$ cat config.mk
export PLATFORM = sky130hd
export DESIGN_NAME = multi_clock_divider
export DESIGN_NICKNAME = d
export VERILOG_FILES = /design/src/rtl/multi_clock_divider_pkg.sv /design/src/rtl/multi_clock_divider_if.sv /design/src/rtl/multi_clock_divider_channel.sv /design/src/rtl/multi_clock_divider.sv
export SDC_FILE = /design/constraint.sdc
export NUM_CORES = 1
export LEC_CHECK = 0
export ABC_AREA = 1
export CORE_ASPECT_RATIO = 1.2
export CORE_MARGIN = 2
export CORE_UTILIZATION = 55
export DETAILED_ROUTE_END_ITERATION = 16
export GPL_TIMING_DRIVEN = 0
export HOLD_SLACK_MARGIN = 0.03
export PLACE_DENSITY = 0.77
export SYNTH_ARGS = -nofsm -noshare
export SYNTH_HDL_FRONTEND = slang
export SYNTH_SLANG_ARGS = --single-unit
$ cat constraint.sdc
create_clock -name Clock -period 2.3 [get_ports Clock]
set_input_delay 0.69 -clock Clock [delete_from_list [all_inputs] [get_ports Clock]]
set_output_delay 0.69 -clock Clock [all_outputs]
set_load 0.005 [all_outputs]
$ cat src/rtl/multi_clock_divider_pkg.sv
// ---------------------------------------------------------------------------
// mcd_pkg -- shared constants for the multi-channel clock divider.
//   NCH_DEFAULT / BW_DEFAULT : default channel count and counter width
//   *_MIN / *_MAX            : supported parameter ranges
//   START_COUNT              : counter value loaded on enable-start and Sync
//                              when phase offsets are not built in
// Optional feature macro used by the design: MULTI_CLOCK_DIVIDER_PHASE_EN
// ---------------------------------------------------------------------------
package mcd_pkg;
    localparam int unsigned NCH_DEFAULT = 4;
    localparam int unsigned BW_DEFAULT  = 8;
    localparam int unsigned NCH_MIN     = 1;
    localparam int unsigned NCH_MAX     = 16;
    localparam int unsigned BW_MIN      = 2;
    localparam int unsigned BW_MAX      = 16;
    localparam int unsigned START_COUNT = 0;
endpackage

$ cat src/rtl/multi_clock_divider_if.sv
// ---------------------------------------------------------------------------
// multi_clock_divider_if -- per-channel divider bus.
//   enable     : channel run enable
//   divisor    : terminal count D (period = D+1 cycles)
//   high_time  : high-phase length H
//   sync       : realignment strobe
//   phase      : start offset (only with MULTI_CLOCK_DIVIDER_PHASE_EN)
//   out_clock  : registered divided clock
//   tick       : registered period-start pulse
// master drives the controls, slave is the divider channel.
// ---------------------------------------------------------------------------
interface multi_clock_divider_if #(
    parameter int unsigned BW = 8
);
    logic          enable;
    logic          sync;
    logic [BW-1:0] divisor;
    logic [BW-1:0] high_time;
`ifdef MULTI_CLOCK_DIVIDER_PHASE_EN
    logic [BW-1:0] phase;
`endif
    logic          out_clock;
    logic          tick;

`ifdef MULTI_CLOCK_DIVIDER_PHASE_EN
    modport master (output enable, sync, divisor, high_time, phase,
                    input  out_clock, tick);
    modport slave  (input  enable, sync, divisor, high_time, phase,
                    output out_clock, tick);
`else
    modport master (output enable, sync, divisor, high_time,
                    input  out_clock, tick);
    modport slave  (input  enable, sync, divisor, high_time,
                    output out_clock, tick);
`endif
endinterface

$ cat src/rtl/multi_clock_divider_channel.sv
// ---------------------------------------------------------------------------
// mcd_channel -- one divider channel.
//   clk, rst_n : clock, asynchronous active-low reset
//   ch         : slave side of multi_clock_divider_if
// Count runs 0..ActD and wraps; ActD/ActH are the settings in force for the
// current period and only reload at period end, while disabled, or on
// enable-start/Sync, so mid-period input changes never produce a glitch.
// With MULTI_CLOCK_DIVIDER_PHASE_EN the start value is min(phase, divisor).
// ---------------------------------------------------------------------------
module mcd_channel
    import mcd_pkg::*;
#(
    parameter int unsigned BW = BW_DEFAULT
) (
    input  logic                 clk,
    input  logic                 rst_n,
    multi_clock_divider_if.slave ch
);
    logic [BW-1:0] count, act_d, act_h;
    logic [BW-1:0] count_n, act_d_n, act_h_n, start_val;
    logic          run, start, period_end;
    logic          out_q, tick_q;

    assign period_end = (count == act_d);
    // run remembers whether the previous edge saw the channel enabled, so the
    // first enabled edge (including the first after reset) is a fresh start.
    assign start      = ch.enable && (!run || ch.sync);

`ifdef MULTI_CLOCK_DIVIDER_PHASE_EN
    assign start_val = (ch.phase > ch.divisor) ? ch.divisor : ch.phase;
`else
    assign start_val = BW'(START_COUNT);
`endif

    always_comb begin
        act_d_n = act_d;
        act_h_n = act_h;
        count_n = count + BW'(1);
        if (!ch.enable || start || period_end) begin
            act_d_n = ch.divisor;
            act_h_n = ch.high_time;
        end
        if (!ch.enable) begin
            count_n = '0;
        end else if (start) begin
            count_n = start_val;
        end else if (period_end) begin
            count_n = '0;
        end
    end

    // Outputs are computed from the next-state values so they line up with
    // the registered count in the same cycle.
    always_ff @(posedge clk or negedge rst_n) begin
        if (!rst_n) begin
            count  <= '0;
            act_d  <= '0;
            act_h  <= '0;
            run    <= 1'b0;
            out_q  <= 1'b0;
            tick_q <= 1'b0;
        end else begin
            count  <= count_n;
            act_d  <= act_d_n;
            act_h  <= act_h_n;
            run    <= ch.enable;
            out_q  <= ch.enable && (count_n < act_h_n);
            tick_q <= ch.enable && (count_n == '0);
        end
    end

    assign ch.out_clock = out_q;
    assign ch.tick      = tick_q;
endmodule

$ cat src/rtl/multi_clock_divider.sv
// ---------------------------------------------------------------------------
// multi_clock_divider -- NCH independent programmable clock dividers.
//   Clock     : sole clock, rising edge
//   ResetN    : asynchronous active-low reset
//   Enable    : per-channel run enable [NCH]
//   Divisor   : per-channel terminal count, channel c at [c*BW +: BW]
//   HighTime  : per-channel high-phase length, same packing
//   Sync      : one-cycle strobe realigning all enabled channels
//   Phase     : per-channel start offset (MULTI_CLOCK_DIVIDER_PHASE_EN only)
//   OutClock  : registered divided clocks [NCH]
//   Tick      : registered period-start pulses [NCH]
// Top level only slices the buses and fans Sync out to the channels.
// ---------------------------------------------------------------------------
module multi_clock_divider
    import mcd_pkg::*;
#(
    parameter int unsigned NCH = NCH_DEFAULT,
    parameter int unsigned BW  = BW_DEFAULT
) (
    input  logic              Clock,
    input  logic              ResetN,
    input  logic [NCH-1:0]    Enable,
    input  logic [NCH*BW-1:0] Divisor,
    input  logic [NCH*BW-1:0] HighTime,
    input  logic              Sync,
`ifdef MULTI_CLOCK_DIVIDER_PHASE_EN
    input  logic [NCH*BW-1:0] Phase,
`endif
    output logic [NCH-1:0]    OutClock,
    output logic [NCH-1:0]    Tick
);
    for (genvar c = 0; c < NCH; c++) begin : g_ch
        multi_clock_divider_if #(.BW(BW)) ch_bus ();

        assign ch_bus.enable    = Enable[c];
        assign ch_bus.sync      = Sync;
        assign ch_bus.divisor   = Divisor[c*BW +: BW];
        assign ch_bus.high_time = HighTime[c*BW +: BW];
`ifdef MULTI_CLOCK_DIVIDER_PHASE_EN
        assign ch_bus.phase     = Phase[c*BW +: BW];
`endif
        assign OutClock[c]      = ch_bus.out_clock;
        assign Tick[c]          = ch_bus.tick;

        mcd_channel #(.BW(BW)) u_channel (
            .clk   (Clock),
            .rst_n (ResetN),
            .ch    (ch_bus)
        );
    end
endmodule

==> flow_summary.toml, run 1 <==
[status]
status = "finished clean"

[synth]
yosysTopAreaCell = "dfrtp_1"
syn_nets = 801
synth_edf_count = 0
yosysSeqAreaShare_pct = 47.06
yosys_register_bits = 108
synth_cell_types = 34
syn_inst = 698
yosysWarnings = 0
ys_top_cells_by_area = "dfrtp_1, nand2_1, inv_1, ha_1, nand3_1"
ys.flop_type = "dfrtp_1"
syn_area_um2 = 5743
syn_area_per_cell_um2 = 8.228
synthArstFlopShare_pct = 100.0
synth_top_area_share_pct = 47.06

[route]
routed_via_density = 5.071
wl_per_cell_um = 14.18
drtIter0Drc = 206
dr.pass1.iters = 5
routed_wl_mm = 13.61
antenna_left = 0
vias = 4868
drc = 0

[layout]
final_area_um2 = 7657
nets = 932
n_antenna_cell = 0
drive_above_1_share_pct = 23.98
post-route-util_pct = 75.74
finalNonFillerCells = 960
num-fill-cells = 714
area_growth_pct = 33.33

[clock_network]
clk_pin_slew_ns = 0.07
cts_buffers = 9
h-tree-depth = 3
root_buffer = "clkbuf_16"
clk_latency_ns = 0.35
cts_tree = "done"
cts_sinks = 108
cts_buffer_depth = 2
holdBufCountCts = 0

[grt]
globalRoute.totalOverflow = 0
grt_max_degree = 57
grtUsageTotal_pct = 23.76
grt_antenna_before_repair = 0
grt_pass1_wl_mm = 21.78
grt_pass1_vias = 4878

[place]
portBuffers = 78
postPlaceCellArea_um2 = 6711
place_inst = 903
dp.final_hpwl_mm = 8.631
place.gp.congestion = 0.8364
dp_slack_ns = -1.022

[floorplan]
dieHeight_um = 115.9
num_rows = 40
start_util_pct = 56.81
die-area_um2 = 11280
core_um2 = 10110
io_pins = 79
die_w_um = 97.28

[setup_path]
r2r-start = "g_ch[0].u_channel.count[4]"
max_stage_delay_ns = 0.42
cp_slowest_cell = "dfrtp_1"
rr_worst_depth = 15
regToRegSetupSlack_ns = 0.06
worstPathCellList = "inv_2, nand2_1, nand2_1, nand2_1, nor2_2, nand2_2, nand2_4, inv_4, buf_6, o21ai_1, a21oi_2, ha_1, a211oi_2, nand3_1, a21oi_2"
path_class = "flop to flop"
start_kind = "flop"
critPathMaxFanout = 10
cp_common_cell = "nand2_1"
rr_endpoint = "g_ch[0].u_channel.ch.out_clock"
crit_path_end_kind = "flop"
crit_family = "simple AND/OR/NAND/NOR gates"
critical_path_arrival_ns = 2.52
cp.required_ns = 2.58
crit_buf_inv = 3

[pwr]
peakVddDrop_mv = 0.3670
p_leak_nw = 3.927
power_density_nw_per_um2 = 562.1
power_mw = 4.304

[timing]
worst_pin_slew_ns = 0.6973
fin_crit_ns = 2.244
finalClockSkew_ns = 0.006312
postLayoutSetupSlackWorst_ns = 0.05621
fmax_mhz = 445.7
rsz0062_at_grt = "true"
setup_viol = 0
tns_ns = 0
fin_crit_sh_pct = 97.56
slew_violations = 0
finalHoldViolations = 0
max_slew_margin_pct = 53.51
hold-worst-slack_ns = 0.3726

[run]
drv_cap = 0

[hold_path]
worst_hold_path_type = "primary input to async pin"
final cells by class:
class	count	area, um2	share of cell area (%)
Buffer	19	161.4	2.108
Clock buffer	13	270.3	3.529
Clock inverter	3	43.79	0.5719
Inverter	123	474.2	6.193
Multi-Input combinational cell	447	2738	35.75
Sequential cell	108	2705	35.33
Tap cell	126	157.7	2.059
Timing Repair Buffer	121	1107	14.46
registers in the layout, indices dropped and copies added (netlist names):
name and cells:
g_ch.u_channel.ch.out_clock 4, g_ch.u_channel.count 32, g_ch.u_channel.act_d 32, g_ch.u_channel.ch.tick 4, g_ch.u_channel.act_h 32, g_ch.u_channel.run 4
how the worst max path moves through the flow:
| stage | from | cells after the start | to |
|---|---|---|---|
| finish | g_ch[0].u_channel.count[4] | 15 | g_ch[0].u_channel.ch.out_clock |
| global route | g_ch[0].u_channel.count[4] | 15 | g_ch[0].u_channel.ch.out_clock |
| floorplan | Enable[2] | 11 | g_ch[2].u_channel.ch.out_clock |
| detailed placement | Sync | 11 | g_ch[2].u_channel.ch.out_clock |
| global placement | ResetN | 1 | g_ch[2].u_channel.act_h[4] |
| CTS | g_ch[2].u_channel.count[5] | 15 | g_ch[2].u_channel.ch.out_clock |
cells in the mapped netlist (all sizes together), types with 3 or more instances:
master and instances:
nand2 194, inv 123, dfrtp 108, o21ai 47
nor2 44, nand3 39, ha 32, or2 31
xnor2 20, buf 19, a21oi 12, nor3 7
and2 4, nor3b 4, xor2 4, a211oi 3
nand4 3
cell usage in the layout (no fill, tap or decap), types with 3 or more instances in the layout:
cell type and instances:
nand2_1 180, inv_1 108, dfrtp_1 106, clkdlybuf4s50_1 72, buf_4 50, nand3_1 37
nor2_1 34, ha_1 27, o21ai_0 22, o21ai_2 19, xnor2_1 18, or2_2 16
inv_2 11, nor2_2 10, nand2_2 10, or2_4 10, a21oi_2 9, clkbuf_16 9
buf_6 6, or2_1 5, nor3_1 5, buf_2 5, nand2_4 4, nor3b_4 4
xor2_1 4, clkbuf_8 4, o21ai_1 4, and2_1 4, ha_4 4, inv_4 3
nand4_1 3, a21oi_1 3, a211oi_2 3, clkbuf_2 3
layer usage:
layer / up-vias / track usage (%) / routed length (um)
met1: 2338 / 29.50 / 5847
met5: - / 0 / 0
met4: 0 / 10.65 / 383
li1: 2391 / - / -
met3: 33 / 3.197 / 391
met2: 106 / 41.94 / 6989
repair_timing:
action / 4_1_cts / 5_1_grt
endpoints found under the hold margin: 0 / 0
pin swaps: 11 / 63
resized for setup: 30 / 94
setup buffers: 14 / 28
setup endpoints to repair: 5 / 4
gates cloned: 0 / 0
cell families (layout without fill, tap and decap cells):
group	after synthesis	count (layout)	synth area share (%)
buffers and inverters	143	279	10.96
AO/OA/AOI/OAI	63	63	6.144
flip-flops	108	108	47.06
XOR/XNOR	24	24	3.660
AND/OR/NAND/NOR	328	328	25.21
adder cells (fa/ha/maj)	32	32	6.972
power breakdown:
part,switching [mW],internal (mW)
combinational,0.288,0.319
clock,0.704,0.935
sequential,0.0596,2.00
total,1.05,3.25
No activity file was read; power rests on OpenSTA's default activity.
==> run 2, diff against run 1 <==
TNS_END_PERCENT = 100   (was unset)
==> results of run 2 <==
Final layout, timing and power as in run 1 (identical DEF).
==> run 3, diff against run 2 <==
CAP_MARGIN = 20   (was unset)
CORE_MARGIN = unset   (was 2)
CORE_UTILIZATION = 50   (was 55)
PLACE_DENSITY = 0.74   (was 0.77)
clock period = 1.8 ns   (was 2.3 ns; I/O delays follow)
==> flow_summary.toml, run 3 (synthesis gave the netlist of run 1 again) <==
[setup_path]
cp_slowest_cell = "dfrtp_1"
crit_path_end_kind = "flop"
path_class = "flop to flop"
cp.required_ns = 2.07
critPathMaxFanout = 8
start_kind = "flop"
critical_path_arrival_ns = 2.51
max_stage_delay_ns = 0.40
regToRegSetupSlack_ns = -0.44
cp_common_cell = "nand2_1"
worstPathCellList = "xnor2_1, nand2_1, nor2_1, nand2_1, nand2_2, inv_4, or2_4, o21ai_4, ha_1, a211oi_2, nand3_1, a21oi_1"

[timing]
finalHoldViolations = 0
worst_pin_slew_ns = 0.6662
postLayoutSetupSlackWorst_ns = -0.4411
max_slew_margin_pct = 55.59
setup_viol = 9
rsz0062_at_grt = "true"
slew_violations = 0
fin_crit_sh_pct = 124.5
finalClockSkew_ns = 0.009399
fin_crit_ns = 2.241
hold-worst-slack_ns = 0.2048
fmax_mhz = 446.2

[floorplan]
core_um2 = 11090
die-area_um2 = 11920
die_w_um = 99.84
start_util_pct = 51.79
dieHeight_um = 119.4
num_rows = 42
io_pins = 79

[hold_path]
worst_hold_path_type = "primary input to async pin"

[run]
drv_cap = 0

[place]
place.gp.congestion = 0.8223
portBuffers = 78
dp.final_hpwl_mm = 8.625
postPlaceCellArea_um2 = 6815
place_inst = 931

[clock_network]
clk_pin_slew_ns = 0.07
root_buffer = "clkbuf_16"
cts_buffer_depth = 2
holdBufCountCts = 0
cts_buffers = 9
clk_latency_ns = 0.35
cts_sinks = 108
cts_tree = "done"
h-tree-depth = 3

[route]
wl_per_cell_um = 13.69
routed_wl_mm = 13.94
antenna_left = 0
routed_via_density = 4.915
vias = 5003
drc = 0
drtIter0Drc = 192
dr.pass1.iters = 4

[layout]
regArea_um2 = 2703
layout_commonest_cell = "nand2_1"
final_cell_mix = "nand2_1, dfrtp_1, inv_1, buf_4, clkdlybuf4s50_1"
n_antenna_cell = 0
multi_input_area_um2 = 2790
nets = 962
num-fill-cells = 768
area_growth_pct = 40.09
final_area_um2 = 8045
finalNonFillerCells = 1018
top_regs = "g_ch.u_channel.act_d: 32 flops, g_ch.u_channel.act_h: 32 flops, g_ch.u_channel.count: 32 flops"
drive_above_1_share_pct = 28.01

[pwr]
p_leak_nw = 4.153
power_density_nw_per_um2 = 683.6
peakVddDrop_mv = 0.4328

[grt]
grt_pass1_vias = 4967
grt_pass1_wl_mm = 21.76
grt_max_degree = 62
grtUsageTotal_pct = 23.28
grt_antenna_before_repair = 0
globalRoute.totalOverflow = 0

[status]
status = "complete, but fails checks"
failed_checks = "setup timing"
-- run 3: changes by cell type in the layout (fill, tap and decap cells not counted), moves of 5 or more --
cell | before | now
nand3_2 | 2 | 10
o21ai_2 | 19 | 14
dlygate4sd2_1 | 1 | 11
nand3_1 | 37 | 28
inv_1 | 108 | 102
buf_4 | 50 | 76
clkdlybuf4s50_1 | 72 | 64
-- run 3: through the flow --
step / power (mW) / setup TNS [ns] / worst slack [ns] / util (%)
floorplan: 3.011 / -0.7782 / -0.2079 / -
detailed placement: 3.343 / -47.86 / -1.285 / 61.46
CTS: 5.479 / -1.753 / -0.4059 / 69.62
global route: 5.740 / -3.350 / -0.6026 / 72.56
finish: 5.499 / -1.928 / -0.4411 / 72.56
global placement: 3.312 / -471.12 / -3.937 / 61.24
-- run 3: timing repair --
action,4_1_cts,5_1_grt
pin swaps,37,31
gates resized for setup,79,55
setup buffers,56,18
setup endpoints to repair,94,21
cloned,0,1
-- run 3: cell type report --
type,count,share of cell area [%]
multi-input combinational,447,34.68
timing repair buffer,150,16.87
buffer,20,2.566
sequential,108,33.59
clock inverter,7,1.042
inverter,123,6.050
clock buffer,9,2.799
tap,154,2.395
-- run 3: critical path: cells and delay by family, from the launching register on --
kind                     cells  cell delay (ns)
XOR/XNOR                     1             0.17
adder cells (fa/ha/maj)      1             0.27
AO/OA/AOI/OAI                3             0.45
AND/OR/NAND/NOR              6             0.81
flip-flops                   1             0.40
buffers and inverters        1             0.07
-- run 3: path summary, 6_finish.rpt --
kind	from	endpoint	depth (start not counted)
hold / removal	ResetN	g_ch[0].u_channel.ch.tick	1
setup / recovery	g_ch[2].u_channel.act_d[6]	g_ch[2].u_channel.ch.out_clock	12
setup reg to reg	g_ch[2].u_channel.act_d[6]	g_ch[2].u_channel.ch.out_clock	12
hold reg to reg	g_ch[1].u_channel.act_h[7]	g_ch[1].u_channel.act_h[7]	2
max in group asynchronous	ResetN	g_ch[2].u_channel.act_h[2]	2
min in group Clock	Enable[3]	g_ch[3].u_channel.run	1
-- run 3: where the power goes --
group	internal [mW]	switching (mW)	total, mW
Combinational	0.434	0.382	0.816
Clock	1.11	0.956	2.06
Sequential	2.55	0.0703	2.62
-- run 3: layer usage --
metal | GRT usage, % | vias to the layer above | wire length, um
li1 | - | 2456 | -
met1 | 26.23 | 2378 | 5679
met2 | 41.81 | 132 | 7249
met3 | 5.047 | 37 | 598
met4 | 10.02 | 0 | 411
met5 | 0 | - | 0
